<file path="src/rtl/fb_pkg.sv">
// Shared definitions for the frame-buffer memory arbiter: FSM encodings,
// signal polarity and VGA frame geometry.
package fb_pkg;

  localparam logic [1:0] S_IDLE    = 2'd0;
  localparam logic [1:0] S_WR      = 2'd1;
  localparam logic [1:0] S_RD_CMD  = 2'd2;
  localparam logic [1:0] S_RD_WAIT = 2'd3;

  localparam logic ASSERT   = 1'b1;
  localparam logic DEASSERT = 1'b0;

  localparam int FRAME_H        = 640;
  localparam int FRAME_V        = 480;
  localparam int FB_FRAME_WORDS = FRAME_H * FRAME_V;

  typedef enum logic {
    GRANT_RD = 1'b0,
    GRANT_WR = 1'b1
  } grant_t;

  // Offset must be able to hold FRAME_WORDS itself before it wraps.
  function automatic int offset_width(input int frame_words);
    return $clog2(frame_words + 1);
  endfunction

endpackage

</file>
<file path="src/rtl/fb_addr_gen.sv">
// Per-stream frame offset: advances one burst at a time, wraps at the end of
// the frame with a one-cycle frame_done, and restarts on frame_start.
module fb_addr_gen
  import fb_pkg::*;
#(
  parameter int BURST_LEN   = 8,
  parameter int FRAME_WORDS = FB_FRAME_WORDS,
  parameter int OFF_W       = offset_width(FRAME_WORDS)
) (
  input  logic             clk,
  input  logic             reset,
  input  logic             burst_done,
  input  logic             frame_start,
  output logic [OFF_W-1:0] offset,
  output logic             frame_done
);

  localparam logic [OFF_W:0] STEP      = (OFF_W+1)'(BURST_LEN);
  localparam logic [OFF_W:0] FRAME_END = (OFF_W+1)'(FRAME_WORDS);

  logic [OFF_W:0] next_sum;
  logic           wrap;

  always_comb begin
    next_sum = {1'b0, offset} + STEP;
    wrap     = (next_sum == FRAME_END);
  end

  // The last burst still reports frame_done even when frame_start lands on it.
  assign frame_done = (burst_done && wrap) ? ASSERT : DEASSERT;

  always_ff @(posedge clk or negedge reset) begin
    if (!reset) begin
      offset <= '0;
    end else if (frame_start) begin
      offset <= '0;
    end else if (burst_done) begin
      offset <= wrap ? '0 : next_sum[OFF_W-1:0];
    end
  end

endmodule

</file>
<file path="src/rtl/fb_mem_arbiter.sv">
// Shares one Avalon-MM frame-buffer port between the camera write stream and
// the display read stream, one whole burst at a time, round-robin on contention.
module fb_mem_arbiter
  import fb_pkg::*;
#(
  parameter int ADDR_W      = 26,
  parameter int BURST_LEN   = 8,
  parameter int FRAME_WORDS = FB_FRAME_WORDS,
  parameter int FB0_BASE    = 0,
  parameter int FB1_BASE    = 524288
) (
  input  logic              clk,
  input  logic              reset,
  input  logic              wr_req,
  input  logic              rd_req,
  input  logic              wr_buf_sel,
  input  logic              rd_buf_sel,
  input  logic              wr_frame_start,
  input  logic              rd_frame_start,
  input  logic              avl_ready,
  input  logic              avl_rdata_valid,
  output logic [ADDR_W-1:0] avl_addr,
  output logic [6:0]        avl_burstcount,
  output logic              avl_write,
  output logic              avl_read,
  output logic              cam_rdreq,
  output logic              adv_wrreq,
  output logic              wr_frame_done,
  output logic              rd_frame_done,
  output logic              busy
);

  localparam int OFF_W  = offset_width(FRAME_WORDS);
  localparam int BEAT_W = $clog2(BURST_LEN);

  localparam logic [BEAT_W-1:0] LAST_BEAT = BEAT_W'(BURST_LEN - 1);
  localparam logic [BEAT_W-1:0] ONE_BEAT  = BEAT_W'(1);
  localparam logic [ADDR_W-1:0] FB0_ADDR  = ADDR_W'(FB0_BASE);
  localparam logic [ADDR_W-1:0] FB1_ADDR  = ADDR_W'(FB1_BASE);
  localparam logic [6:0]        BURST_CNT = 7'(BURST_LEN);

  if (BURST_LEN < 2 || BURST_LEN > 64 || (BURST_LEN & (BURST_LEN - 1)) != 0) begin : g_bad_burst
    $error("BURST_LEN must be a power of two between 2 and 64");
  end
  if (FRAME_WORDS % BURST_LEN != 0) begin : g_bad_frame
    $error("FRAME_WORDS must be a multiple of BURST_LEN");
  end

  logic [1:0]        state;
  logic [BEAT_W-1:0] beat_cnt;
  grant_t            last_grant;

  logic [OFF_W-1:0]  wr_offset;
  logic [OFF_W-1:0]  rd_offset;
  logic [ADDR_W-1:0] wr_start_addr;
  logic [ADDR_W-1:0] rd_start_addr;

  logic wr_beat;
  logic rd_beat;
  logic last_beat;
  logic wr_burst_done;
  logic rd_burst_done;
  logic grant_wr;
  logic grant_rd;

  // NOTE: every signal gets a default at the top of the block so no path
  // leaves it unassigned and no latch is inferred.
  always_comb begin
    wr_beat       = (state == S_WR) && avl_ready;
    rd_beat       = (state == S_RD_WAIT) && avl_rdata_valid;
    last_beat     = (beat_cnt == LAST_BEAT);
    wr_burst_done = wr_beat && last_beat;
    rd_burst_done = rd_beat && last_beat;

    grant_rd = DEASSERT;
    grant_wr = DEASSERT;
    if (state == S_IDLE) begin
      // Read wins when alone or when write was served last.
      if (rd_req && (!wr_req || last_grant == GRANT_WR)) begin
        grant_rd = ASSERT;
      end else if (wr_req) begin
        grant_wr = ASSERT;
      end
    end

    wr_start_addr = (wr_buf_sel ? FB1_ADDR : FB0_ADDR) + ADDR_W'(wr_offset);
    rd_start_addr = (rd_buf_sel ? FB1_ADDR : FB0_ADDR) + ADDR_W'(rd_offset);
  end

  // NOTE: state registers use non-blocking assignments so every flop samples
  // the pre-edge values regardless of statement order.
  always_ff @(posedge clk or negedge reset) begin
    if (!reset) begin
      state      <= S_IDLE;
      beat_cnt   <= '0;
      last_grant <= GRANT_WR;
      avl_addr   <= '0;
    end else begin
      case (state)
        S_IDLE: begin
          beat_cnt <= '0;
          if (grant_rd) begin
            state      <= S_RD_CMD;
            avl_addr   <= rd_start_addr;
            last_grant <= GRANT_RD;
          end else if (grant_wr) begin
            state      <= S_WR;
            avl_addr   <= wr_start_addr;
            last_grant <= GRANT_WR;
          end
        end
        S_WR: begin
          if (wr_beat) begin
            beat_cnt <= beat_cnt + ONE_BEAT;
            if (last_beat) state <= S_IDLE;
          end
        end
        S_RD_CMD: begin
          if (avl_ready) state <= S_RD_WAIT;
        end
        S_RD_WAIT: begin
          if (rd_beat) begin
            beat_cnt <= beat_cnt + ONE_BEAT;
            if (last_beat) state <= S_IDLE;
          end
        end
        default: state <= S_IDLE;
      endcase
    end
  end

  fb_addr_gen #(
    .BURST_LEN  (BURST_LEN),
    .FRAME_WORDS(FRAME_WORDS),
    .OFF_W      (OFF_W)
  ) u_wr_addr (
    .clk        (clk),
    .reset      (reset),
    .burst_done (wr_burst_done),
    .frame_start(wr_frame_start),
    .offset     (wr_offset),
    .frame_done (wr_frame_done)
  );

  fb_addr_gen #(
    .BURST_LEN  (BURST_LEN),
    .FRAME_WORDS(FRAME_WORDS),
    .OFF_W      (OFF_W)
  ) u_rd_addr (
    .clk        (clk),
    .reset      (reset),
    .burst_done (rd_burst_done),
    .frame_start(rd_frame_start),
    .offset     (rd_offset),
    .frame_done (rd_frame_done)
  );

  assign avl_write      = (state == S_WR);
  assign avl_read       = (state == S_RD_CMD);
  assign avl_burstcount = (avl_write || avl_read) ? BURST_CNT : '0;
  assign cam_rdreq      = wr_beat;
  assign adv_wrreq      = rd_beat;
  assign busy           = (state != S_IDLE);

endmodule

</file>
<file path="config.mk">
export PLATFORM = sky130hd
export DESIGN_NAME = fb_mem_arbiter
export DESIGN_NICKNAME = d
export VERILOG_FILES = /design/src/rtl/fb_pkg.sv /design/src/rtl/fb_addr_gen.sv /design/src/rtl/fb_mem_arbiter.sv
export SDC_FILE = /design/constraint.sdc
export NUM_CORES = 1
export LEC_CHECK = 0
export CAP_MARGIN = 0
export CORE_MARGIN = 4
export CORE_UTILIZATION = 50
export CTS_BUF_LIST = sky130_fd_sc_hd__clkbuf_8 sky130_fd_sc_hd__clkbuf_16
export DETAILED_ROUTE_END_ITERATION = 10
export PLACE_DENSITY = 0.75
export SLEW_MARGIN = 20
export SYNTH_ARGS = -nofsm -noshare
export SYNTH_HDL_FRONTEND = slang
export SYNTH_SLANG_ARGS = --single-unit
</file>
<file path="constraint.sdc">
create_clock -name clk -period 2.3 [get_ports clk]
set_input_delay 0.46 -clock clk [delete_from_list [all_inputs] [get_ports clk]]
set_output_delay 0.46 -clock clk [all_outputs]
set_load 0.01 [all_outputs]
</file>
==> impl_metrics.toml, run 1 <==
[timing]
finalSetupViolations = 2
setup_ws_ns = -0.351
hold_slack_ns = 0.177
tightest_slew_ns = 0.717
fin_crit_ns = 2.65
finClkSkew_ns = 0.00497
drv_slew = 0
rsz0062_at_grt = "true"
period_share = 1.15
tns_ns = -0.629
slew_headroom = 0.520
timing.fmax_ghz = 0.377
finalHoldViolCount = 0

[grt]
overflow = 0
grt_pass1_vias = 3507
antenna_found_initial = 0
grtUsageTotal = 0.243
grt_max_degree = 35
grt_first_pass_wirelength_um = 16900

[synthesis]
synth_warnings = 0
synthXorXnorAreaFrac = 0.0612
muxShareOfSynthArea = 0.0591
synth.most_common_cell = "dfrtp_1"
yosysSeqAreaShare = 0.385
synth_top_area_share = 0.378
synth.ff_latch_count = 55
syn_area_um2 = 3580
synth_edf_count = 0
async_reset_ff_frac = 1.00
synth.largest_area_cell = "dfrtp_1"
yosys-top-cells-count = "54 x dfrtp_1, 52 x nand2_1, 40 x nor2_1"
netlist_top_cells_area = "dfrtp_1 38%, mux2i_1 5.6%, nand2_1 5.5%"
synthSimpleGateAreaFrac = 0.260
synth_top_family_by_area = "simple AND/OR/NAND/NOR gates"
synth_ff_type = "dfrtp_1"
synth-compound-area-share = 0.117
synth_cell_types = 57
synth_fa_ha_area_frac = 0.0315
synth_cells = 418
syn_area_per_cell_um2 = 8.55

[drt]
dr_total_vias = 3570
post_drt_wl_per_cell_um = 17.0
via_per_inst = 5.69
ant_nets = 0
totalWireLength_um = 10700
drc = 0
drt-initial-drc-count = 255
firstDrtPassIters = 6

[run]
max_cap_viol_count = 0

[floorplan]
core_area_um2 = 6870
die-height_um = 92.6
rows = 30
io_pins = 50
dieArea_um2 = 8570
die_x_um = 92.6
start_util = 0.521

[place]
gp_congestion = 0.923
port_buffers = 34
hpwlAfterDp_um = 6970

[clock_tree]
cts_tree = "yes"
htreeDepth = 2
numCtsBuffers = 5
clk_latency_ns = 0.32
cts_hold_buf = 0
clk_path_buf_depth = 2
clock-sinks = 55
clockRootBuffer = "clkbuf_8"
path_clk_slew_ns = 0.10

[status]
status = "complete, but fails checks"
violations = "setup timing"

[worst_hold_path]
hold_path_class = "in -> async"

[power_and_ir_drop]
p_leak_nw = 2.14
vdd_drop_max_mv = 0.494
power-per-cell-area_nw_per_um2 = 547

[final_layout]
synthToLayoutAreaGrowth_pct = 38.8
nets = 549
drive_gt1_frac = 0.301
fin_util = 0.723
diodes = 0

[worst_setup_path]
cp.required_ns = 1.84
criticalPathCategory = "reg -> out"
critPathCaptureType = "output port"
path_max_fanout = 8
start_kind = "register"
cp.arrival_ns = 2.19
-- critical path, cell delays in order (launching register included) --
cell     delay, ns
dfrtp_1       0.36
buf_4         0.17
nand3_2       0.12
nor4_4        0.36
mux2i_1       0.30
o311a_1       0.25
nand3_2       0.07
nor2_2        0.10
buf_2         0.13
-- report_power, final --
group	internal [W]	leakage, nW	switching, W
Sequential	0.00104	0.746	0.0000632
Clock	0.000353	0.0612	0.000336
Combinational	0.000439	1.33	0.000482
Total	0.00184	2.14	0.000881
-- cell usage in the layout, fill, tap and decap left out, drive strengths merged, types with 9 or more instances in the layout --
master	instances
a21oi	19
buf	109
clkdlybuf4s50	31
conb	15
dfrtp	54
ha	9
inv	9
mux2i	20
nand2	52
nand3	13
nand4	16
nor2	40
nor3	13
o21ai	29
xor2	19
-- cells by family after synthesis --
logic type,count (synthesis)
AND/OR/NAND/NOR,179
AO/OA/AOI/OAI,70
buffers and inverters,58
flip-flops,55
XOR/XNOR,25
multiplexers,21
adder cells (fa/ha/maj),9
other,1
-- final timing paths --
check | startpoint | end | slack, ns | cells past startpoint
worst max-delay path | u_wr_addr.offset[3] | wr_frame_done | -0.35 | 8
worst min-delay path | reset | beat_cnt[2] | 0.18 | 1
worst max register to register | u_wr_addr.offset[4] | u_wr_addr.offset[15] | 0.05 | 10
worst min register to register | avl_addr[18] | avl_addr[18] | 0.50 | 2
max in group asynchronous | reset | last_grant | 1.46 | 2
min in group clk | avl_addr[18] | avl_addr[18] | 0.50 | 2
-- flip-flops by register name (all words and copies together) (netlist names) --
register,cells
avl_addr,17
beat_cnt,3
last_grant,1
state,2
u_rd_addr.offset,16
u_wr_addr.offset,16
-- final cells by class --
cell class	instances	area, um2
Fill cell	495	1910
Multi-Input combinational cell	319	2140
Clock buffer	6	82.6
Timing Repair Buffer	140	1160
Tap cell	96	120
Sequential cell	55	1390
Inverter	9	33.8
Clock inverter	2	35.0
-- metal layers --
metal	track usage	share of wire	up-vias
li1	-	-	1660
met4	0.0656	0.018	0
met3	0.0349	0.056	25
met1	0.316	0.41	1727
met2	0.421	0.51	158
met5	0	0	-
-- what timing repair did --
item | 4_1_cts | 5_1_grt
hold endpoints to repair | 0 | 0
pin swaps | 13 | 23
setup buffers | 13 | 13
setup endpoints to repair | 3 | 11
gates resized for setup | 27 | 28
-- per-stage QoR --
stage / total power [W] / std cells / setup slack, ns / instance area, um2
global route: 0.00286 / 627 / -0.464 / 4960
global placement: 0.00196 / 597 / -0.360 / 4490
detailed placement: 0.00198 / 597 / -0.433 / 4490
floorplan: 0.00161 / 432 / 0.0156 / 3640
CTS: 0.00267 / 618 / -0.257 / 4780
finish: 0.00272 / 627 / -0.351 / 4960
No activity file was read; power rests on OpenSTA's default activity.
==> inputs of run 2 (changes only) <==
SLEW_MARGIN = default   (was 20)
==> results of run 2 <==
Same layout as run 1: the final DEF is identical, and so are final timing and power.
